==> config.mk <==
export PLATFORM = sky130hd
export DESIGN_NAME = pipe_hazard_ctrl
export DESIGN_NICKNAME = d
export VERILOG_FILES = /design/src/rtl/pipe_hazard_ctrl.sv
export SDC_FILE = /design/constraint.sdc
export NUM_CORES = 1
export LEC_CHECK = 0
export ABC_AREA = 1
export CORE_UTILIZATION = 46
export CTS_CLUSTER_DIAMETER = 50
export CTS_CLUSTER_SIZE = 10
export DETAILED_ROUTE_END_ITERATION = 6
export GPL_TIMING_DRIVEN = 1
export PLACE_DENSITY_LB_ADDON = 0.25
export REMOVE_ABC_BUFFERS = 1
export SETUP_SLACK_MARGIN = 0.3
export SLEW_MARGIN = 10
export SYNTH_ARGS = -nofsm -noshare
export SYNTH_HDL_FRONTEND = slang
export SYNTH_SLANG_ARGS = --single-unit
export TNS_END_PERCENT = 100
==> constraint.sdc <==
create_clock -name CLK -period 2.12 [get_ports CLK]
set_clock_uncertainty 0.2 [all_clocks]
set_input_delay 0.53 -clock CLK [delete_from_list [all_inputs] [get_ports CLK]]
set_output_delay 0.53 -clock CLK [all_outputs]
set_load 0.01 [all_outputs]
==> src/rtl/pipe_hazard_ctrl.sv <==
// Hazard/sequencing controller for the 5-stage RV32I pipeline: stalls, flushes,
// operand forwarding and saturating stall/redirect counters.
module pipe_hazard_ctrl #(
    parameter int unsigned FLUSH_CYCLES = 1,
    parameter int unsigned CNT_W        = 16
) (
    input  logic             CLK,
    input  logic             rst_n,
    input  logic [4:0]       if_id_rs1,
    input  logic [4:0]       if_id_rs2,
    input  logic             if_id_use_rs1,
    input  logic             if_id_use_rs2,
    input  logic [4:0]       id_ex_rs1,
    input  logic [4:0]       id_ex_rs2,
    input  logic [4:0]       id_ex_rd,
    input  logic             id_ex_mem_rd,
    input  logic             ex_branch_taken,
    input  logic             ex_jump,
    input  logic [4:0]       ex_mem_rd,
    input  logic             ex_mem_reg_wr,
    input  logic [4:0]       mem_wb_rd,
    input  logic             mem_wb_reg_wr,
    input  logic             dmem_req,
    input  logic             dmem_ready,
    output logic             pc_stall,
    output logic             if_id_stall,
    output logic             if_id_flush,
    output logic             id_ex_stall,
    output logic             id_ex_flush,
    output logic             ex_mem_stall,
    output logic             mem_wb_flush,
    output logic [1:0]       fwd_a_sel,
    output logic [1:0]       fwd_b_sel,
    output logic [CNT_W-1:0] stall_cnt,
    output logic [CNT_W-1:0] flush_cnt
);

    typedef enum logic {RUN, REDIRECT} state_t;

    localparam logic [2:0] FC = 3'(FLUSH_CYCLES);

    state_t     state;
    logic [2:0] rcnt;
    logic       freeze;
    logic       redirect;
    logic       load_use;
    logic       take_redirect;

    assign freeze   = dmem_req & ~dmem_ready;
    assign redirect = ex_branch_taken | ex_jump;
    assign load_use = id_ex_mem_rd & (id_ex_rd != 5'd0) &
                      (((id_ex_rd == if_id_rs1) & if_id_use_rs1) |
                       ((id_ex_rd == if_id_rs2) & if_id_use_rs2));
    assign take_redirect = ~freeze & (state == RUN) & redirect;

    // Priority: memory freeze, then redirect shadow, then new redirect, then load-use.
    always_comb begin
        pc_stall     = 1'b0;
        if_id_stall  = 1'b0;
        if_id_flush  = 1'b0;
        id_ex_stall  = 1'b0;
        id_ex_flush  = 1'b0;
        ex_mem_stall = 1'b0;
        mem_wb_flush = 1'b0;
        if (freeze) begin
            pc_stall     = 1'b1;
            if_id_stall  = 1'b1;
            id_ex_stall  = 1'b1;
            ex_mem_stall = 1'b1;
            mem_wb_flush = 1'b1;
        end else if (state == REDIRECT) begin
            if_id_flush = 1'b1;
        end else if (redirect) begin
            if_id_flush = 1'b1;
            id_ex_flush = 1'b1;
        end else if (load_use) begin
            pc_stall    = 1'b1;
            if_id_stall = 1'b1;
            id_ex_flush = 1'b1;
        end
    end

    always_comb begin
        fwd_a_sel = 2'b00;
        if (ex_mem_reg_wr && ex_mem_rd != 5'd0 && ex_mem_rd == id_ex_rs1)
            fwd_a_sel = 2'b10;
        else if (mem_wb_reg_wr && mem_wb_rd != 5'd0 && mem_wb_rd == id_ex_rs1)
            fwd_a_sel = 2'b01;
    end

    always_comb begin
        fwd_b_sel = 2'b00;
        if (ex_mem_reg_wr && ex_mem_rd != 5'd0 && ex_mem_rd == id_ex_rs2)
            fwd_b_sel = 2'b10;
        else if (mem_wb_reg_wr && mem_wb_rd != 5'd0 && mem_wb_rd == id_ex_rs2)
            fwd_b_sel = 2'b01;
    end

    always_ff @(posedge CLK or negedge rst_n) begin
        if (!rst_n) begin
            state     <= RUN;
            rcnt      <= '0;
            stall_cnt <= '0;
            flush_cnt <= '0;
        end else begin
            if (!freeze) begin
                case (state)
                    RUN: begin
                        if (redirect && FC != 3'd0) begin
                            state <= REDIRECT;
                            rcnt  <= FC;
                        end
                    end
                    REDIRECT: begin
                        rcnt <= rcnt - 3'd1;
                        if (rcnt == 3'd1)
                            state <= RUN;
                    end
                    default: state <= RUN;
                endcase
            end
            if (pc_stall && stall_cnt != '1)
                stall_cnt <= stall_cnt + CNT_W'(1);
            if (take_redirect && flush_cnt != '1)
                flush_cnt <= flush_cnt + CNT_W'(1);
        end
    end

endmodule

==> out/metrics.yaml, run 1 <==
status: "complete, but fails checks"
violations: "setup timing"
cts_tree: "built"
row_count: 27
synth_cell_types: 31
crit_slowest_cell: "nor3_2"
start_kind: "primary input"
crit_type: "primary input to primary output"
synth-edff-count: 0
drc_errors: 0
io_buffers: 88
diodes: 0
setup_violations: 5
synth_top_cell_area_share_pct: 34.0
hpwl_um: 5280
vias_per_cell: 5.30
fin_ws_ns: -0.0746
worst_pin_slew_ns: 0.643
r2r_slack_ns: 0.25
die_w_um: 77.9
syn_area_um2: 2650
maxCapViolCount: 0
synth_ff_type: "dfrtp_1"
drtIter0Drc: 147
ir_worst_vdd_v: 0.000748
hp-class: "register to register"
hold_violations: 0
power_density_nw_per_um2: 625
core_um2: 5540
grt_max_degree: 37
grt_first_pass_wirelength_um: 13000
final_cell_area_um2: 4490
cpLargestDelayFamily: "simple AND/OR/NAND/NOR gates"
syn_to_final_growth_pct: 69.4
yosysSeqAreaShare_pct: 34.0
nNetsFinal: 557
start_util_pct: 47.9
dr.pass1.iters: 4
path_max_fanout: 2
cts_max_level: 2
leakage_nw: 2.24
report.power.total_w: 0.00281
antenna_found_initial: 0
clkTransAtPathRegs_ns: 0.07
synth_top_cell_by_area: "dfrtp_1"
fin_hold_ws_ns: 0.316
placed_area_um2: 3770
fin_crit_ns: 2.19
grtUsageTotal_pct: 27.2
cts_hold_buf: 0
synth_area_leaders: "dfrtp_1, nand2_1, xor2_1"
fin_util_pct: 81.1
slowest_delay_ns: 0.21
async_flop_share_pct: 100
critPathCaptureType: "primary output"
cts_made_buffers: 5
nFillCells: 345
grt_remaining_overflow: 0
wl_per_cell_um: 15.7
path_buf_inv: 2
syn_area_per_cell_um2: 7.39
slew_headroom_pct: 56.9
synth_seq_cells: 36
rsz0062_at_grt: "yes"
syn_inst: 359
clock-root-buffer: "clkbuf_8"
wirelength_um: 9100
io_pins: 89
grt_pass1_vias: 2885
dp_worst_setup_slack_ns: -0.974
crit_chain: "buf_6 > xor2_1 > nor3_2 > nand3_1 > nor3_2 > buf_2"
num_vias: 3071
cts_num_sinks: 36
yosys_warnings: 0
final.period_utilization_pct: 104
die_y_um: 77.9
drtAntennaViolNets: 0
maxSlewViolCount: 0
insertion_delay_ns: 0.30
place.gp.congestion: 0.913
crit_arrival_ns: 1.46
clk_path_buf_depth: 2
dieArea_um2: 6070
drive_above_1_share_pct: 43.4
path_common_cell: "nor3_2"
max_freq_mhz: 456
cp.required_ns: 1.39
[where the power goes]
part           switching [W]  total (W)  internal, W
clock network       0.000260   0.000549     0.000290
registers           0.000122   0.000938     0.000816
logic               0.000649    0.00132     0.000669
[worst paths after layout]
path | from | end | cells past startpoint
max | id_ex_rs2[1] | fwd_b_sel[0] | 6
min | stall_cnt[14] | stall_cnt[14] | 2
max reg2reg | flush_cnt[0] | flush_cnt[11] | 8
min reg2reg | stall_cnt[14] | stall_cnt[14] | 2
max in group asynchronous | rst_n | flush_cnt[6] | 2
min in group asynchronous | rst_n | flush_cnt[3] | 2
[per-stage QoR]
stage | TNS (ns) | instances
2_1_floorplan | -0.563 | 351
5_1_grt | -0.666 | 579
3_3_place_gp | -16.23 | 536
6_report | -0.258 | 579
4_1_cts | -0.123 | 570
3_5_place_dp | -18.70 | 536
[registers in the layout (all words and copies together) (netlist names)]
signal and flops:
flush_cnt 16, rcnt 3, stall_cnt 16, state 1
[synthesized netlist by cell type (2+ instances only)]
cell type,count
inv_1,38
inv_2,4
mux2_1,2
nor2_1,33
nand4_1,23
nor3_1,12
buf_2,3
nor4_1,3
o21ai_1,2
nand3_1,24
nand2_1,101
xor2_1,23
o21ai_0,3
buf_4,4
nor2_4,4
a21oi_1,3
dfrtp_1,36
ha_1,4
xnor2_1,21
nand3b_1,3
nand2_4,3
[cell type report]
type	instances	area [µm²]	area share (%)
multi-input combinational	276	1920	42.8
timing repair buffer	146	1300	28.9
sequential	36	911	20.3
inverter	42	170	3.79
clock buffer	7	96.3	2.15
tap	72	90.1	2.01
[layout by cell type, fill, tap and decap left out, types with 3 or more instances in the layout]
cell	instances
nand3_4	4
xnor2_1	12
buf_6	36
xnor2_2	9
nand3b_1	3
dlygate4sd2_1	31
clkbuf_8	7
inv_1	29
nand2_1	76
nor2_4	6
xor2_2	4
xor2_1	19
nor2_2	8
dfrtp_2	8
nand3_1	20
buf_8	6
dfrtp_1	28
nand2_2	25
nand2_4	5
clkdlybuf4s15_1	3
buf_4	53
inv_2	10
o21ai_1	3
nand3_2	3
buf_2	13
nor3_1	8
nor2_1	23
nor3_2	5
nand4_1	23
[worst min-delay path: stages, from the launching register on]
cell and delay [ns]:
dfrtp_1 0.38, nand2_2 0.06, nand2_1 0.05
[metal layers]
metal	global-route usage (%)	vias up	wire length (µm)
met4	9.26	0	198
met3	4.24	21	432
met2	51.7	114	4950
met1	30.7	1485	3510
met5	0	-	0
li1	-	1451	-
[kinds of logic after synthesis]
kind of cell,count (synthesis),synth area share [%]
xor gates and xnor gates,44,14.5
and+or+nand+nor,211,37.6
buffers and inverters,50,8.07
AOI/OAI and AO/OA,11,2.64
muxes,3,1.27
DFF,36,34.0
adders and majority gates,4,1.89
[repair_timing]
action	4_1_cts	5_1_grt
endpoints found under the hold margin	0	0
resized for setup	329	77
endpoints found under the setup margin	76	40
buffers inserted	26	7
pin swaps	54	50
cloned	1	2
Note: power is estimated with default switching activity, not from simulation.
==> inputs of run 2 (changes only) <==
--- a/config.mk
+++ b/config.mk
@@ -11,9 +11,11 @@
 export CTS_CLUSTER_SIZE = 10
 export DETAILED_ROUTE_END_ITERATION = 6
 export GPL_TIMING_DRIVEN = 1
+export HOLD_SLACK_MARGIN = 0.05
 export PLACE_DENSITY_LB_ADDON = 0.25
 export REMOVE_ABC_BUFFERS = 1
 export SETUP_SLACK_MARGIN = 0.3
+export SKIP_CTS_REPAIR_TIMING = 1
 export SLEW_MARGIN = 10
 export SYNTH_ARGS = -nofsm -noshare
 export SYNTH_HDL_FRONTEND = slang
==> out/metrics.yaml, run 2 (synthesis gave the netlist of run 1 again) <==
rr_worst_depth: 10
syn_to_final_growth_pct: 77.5
place.gp.congestion: 0.913
crit_type: "primary input to primary output"
status: "complete, but fails checks"
max_freq_mhz: 450
core_um2: 5540
r2r-start: "stall_cnt[0]"
nNetsFinal: 562
ir_worst_vdd_v: 0.000736
start_kind: "primary input"
cts_num_sinks: 36
drive_above_1_share_pct: 46.5
cts_tree: "built"
power_density_nw_per_um2: 622
cts_made_buffers: 5
drtIter0Drc: 173
fin_setup_tns_ns: -0.196
final_cells: 584
wirelength_um: 9320
num_vias: 3084
fin_ws_ns: -0.101
crit_slowest_cell: "nor3_1"
violations: "setup timing"
hold_start: "flush_cnt[10]"
setup_violations: 4
critPathCaptureType: "primary output"
clk_path_buf_depth: 2
hold_depth: 1
row_count: 27
clock-root-buffer: "clkbuf_8"
dr.pass1.iters: 4
crit_arrival_ns: 1.49
insertion_delay_ns: 0.29
clkTransAtPathRegs_ns: 0.07
grt_first_pass_wirelength_um: 11800
final_cell_mix: "nand2_1, buf_4, dlymetal6s2s_1"
grt_pass1_vias: 2649
antenna_found_initial: 0
cts_max_level: 2
final_common_cell: "nand2_1"
drc_errors: 0
worst_pin_slew_ns: 0.637
start_util_pct: 47.9
hpwl_um: 5280
hold_violations: 0
grtUsageTotal_pct: 24.4
vias_per_cell: 5.28
cp.required_ns: 1.39
leakage_nw: 2.69
die_w_um: 77.9
maxCapViolCount: 0
io_buffers: 88
final.period_utilization_pct: 105
hold_path_end: "flush_cnt[10]"
drtAntennaViolNets: 0
crit_chain: "clkbuf_2 > nor3_1 > nand2_1 > nand2_2 > nor2_2 > nand4_1 > nor2_1 > buf_2"
hp-class: "register to register"
wl_per_cell_um: 16.0
fin_crit_ns: 2.22
diodes: 0
r2r-end: "stall_cnt[13]"
die_y_um: 77.9
dieArea_um2: 6070
top_regs: "flush_cnt: 16 flops, stall_cnt: 16 flops, rcnt: 3 flops"
dp.cells: 536
grt_remaining_overflow: 0
r2r_slack_ns: 0.23
slew_headroom_pct: 57.3
maxSlewViolCount: 0
path_max_fanout: 3
io_pins: 89
grt_max_degree: 37
rsz0062_at_grt: "yes"
slowest_delay_ns: 0.25
run 2: changes by cell type in the layout (fill, tap and decap cells not counted), sizes merged:
cell,change
dlygate4sd2,-31
clkbuf,+6
clkdlybuf4s15,-3
dlymetal6s2s,+38
buf,-5
run 2: how the worst max path moves through the flow:
| stage | from | to | slack (ns) | depth (start not counted) |
|---|---|---|---|---|
| after detailed placement | id_ex_rd[4] | pc_stall | -0.97 | 10 |
| after CTS | id_ex_rd[4] | pc_stall | -0.97 | 10 |
| after global placement | id_ex_rd[1] | if_id_stall | -0.87 | 10 |
| after global routing | mem_wb_rd[3] | fwd_a_sel[0] | -0.16 | 8 |
| after floorplan | ex_jump | if_id_stall | -0.28 | 5 |
| final | mem_wb_rd[3] | fwd_a_sel[0] | -0.10 | 8 |
run 2: per-layer routing:
metal / track usage (%) / part of all wire (%) / vias up
met5: 0 / 0 / -
li1: - / - / 1462
met2: 45.7 / 55 / 102
met4: 7.22 / 2.0 / 0
met1: 28.3 / 39 / 1497
met3: 4.00 / 3.9 / 23
run 2: layout make-up:
type | instances | area (µm²)
inverters | 42 | 170
fillers | 299 | 835
clock buffers | 7 | 96.3
multi-input cells | 276 | 1970
repair buffers | 151 | 1450
well taps | 72 | 90.1
flip-flops and latches | 36 | 922
run 2: critical path: cells and delay by family:
kind / cells / cell delay [ns]
and+or+nand+nor: 6 / 0.68
buffers and inverters: 2 / 0.29
run 2: metrics by stage:
stage	hold slack (ns)	power, W	worst slack [ns]	util [%]	instance area, µm²
2_1_floorplan	0.0344	0.00140	-0.282	-	2590
3_3_place_gp	0.288	0.00190	-0.873	68.0	3770
3_5_place_dp	0.294	0.00194	-0.974	68.0	3770
4_1_cts	0.313	0.00249	-0.974	69.7	3860
5_1_grt	0.317	0.00308	-0.161	84.9	4710
6_report	0.305	0.00293	-0.101	84.9	4710
run 2: power breakdown:
part | internal (W) | total, W | switching (W)
sequential | 0.000821 | 0.000933 | 0.000113
combinational | 0.000767 | 0.00145 | 0.000681
clock | 0.000290 | 0.000544 | 0.000254
==> inputs of run 3 (changes only) <==
--- a/config.mk
+++ b/config.mk
@@ -16,7 +16,6 @@
 export REMOVE_ABC_BUFFERS = 1
 export SETUP_SLACK_MARGIN = 0.3
 export SKIP_CTS_REPAIR_TIMING = 1
-export SLEW_MARGIN = 10
 export SYNTH_ARGS = -nofsm -noshare
 export SYNTH_HDL_FRONTEND = slang
 export SYNTH_SLANG_ARGS = --single-unit
==> results of run 3 <==
No change in the layout: final DEF, timing and power equal those of run 2.
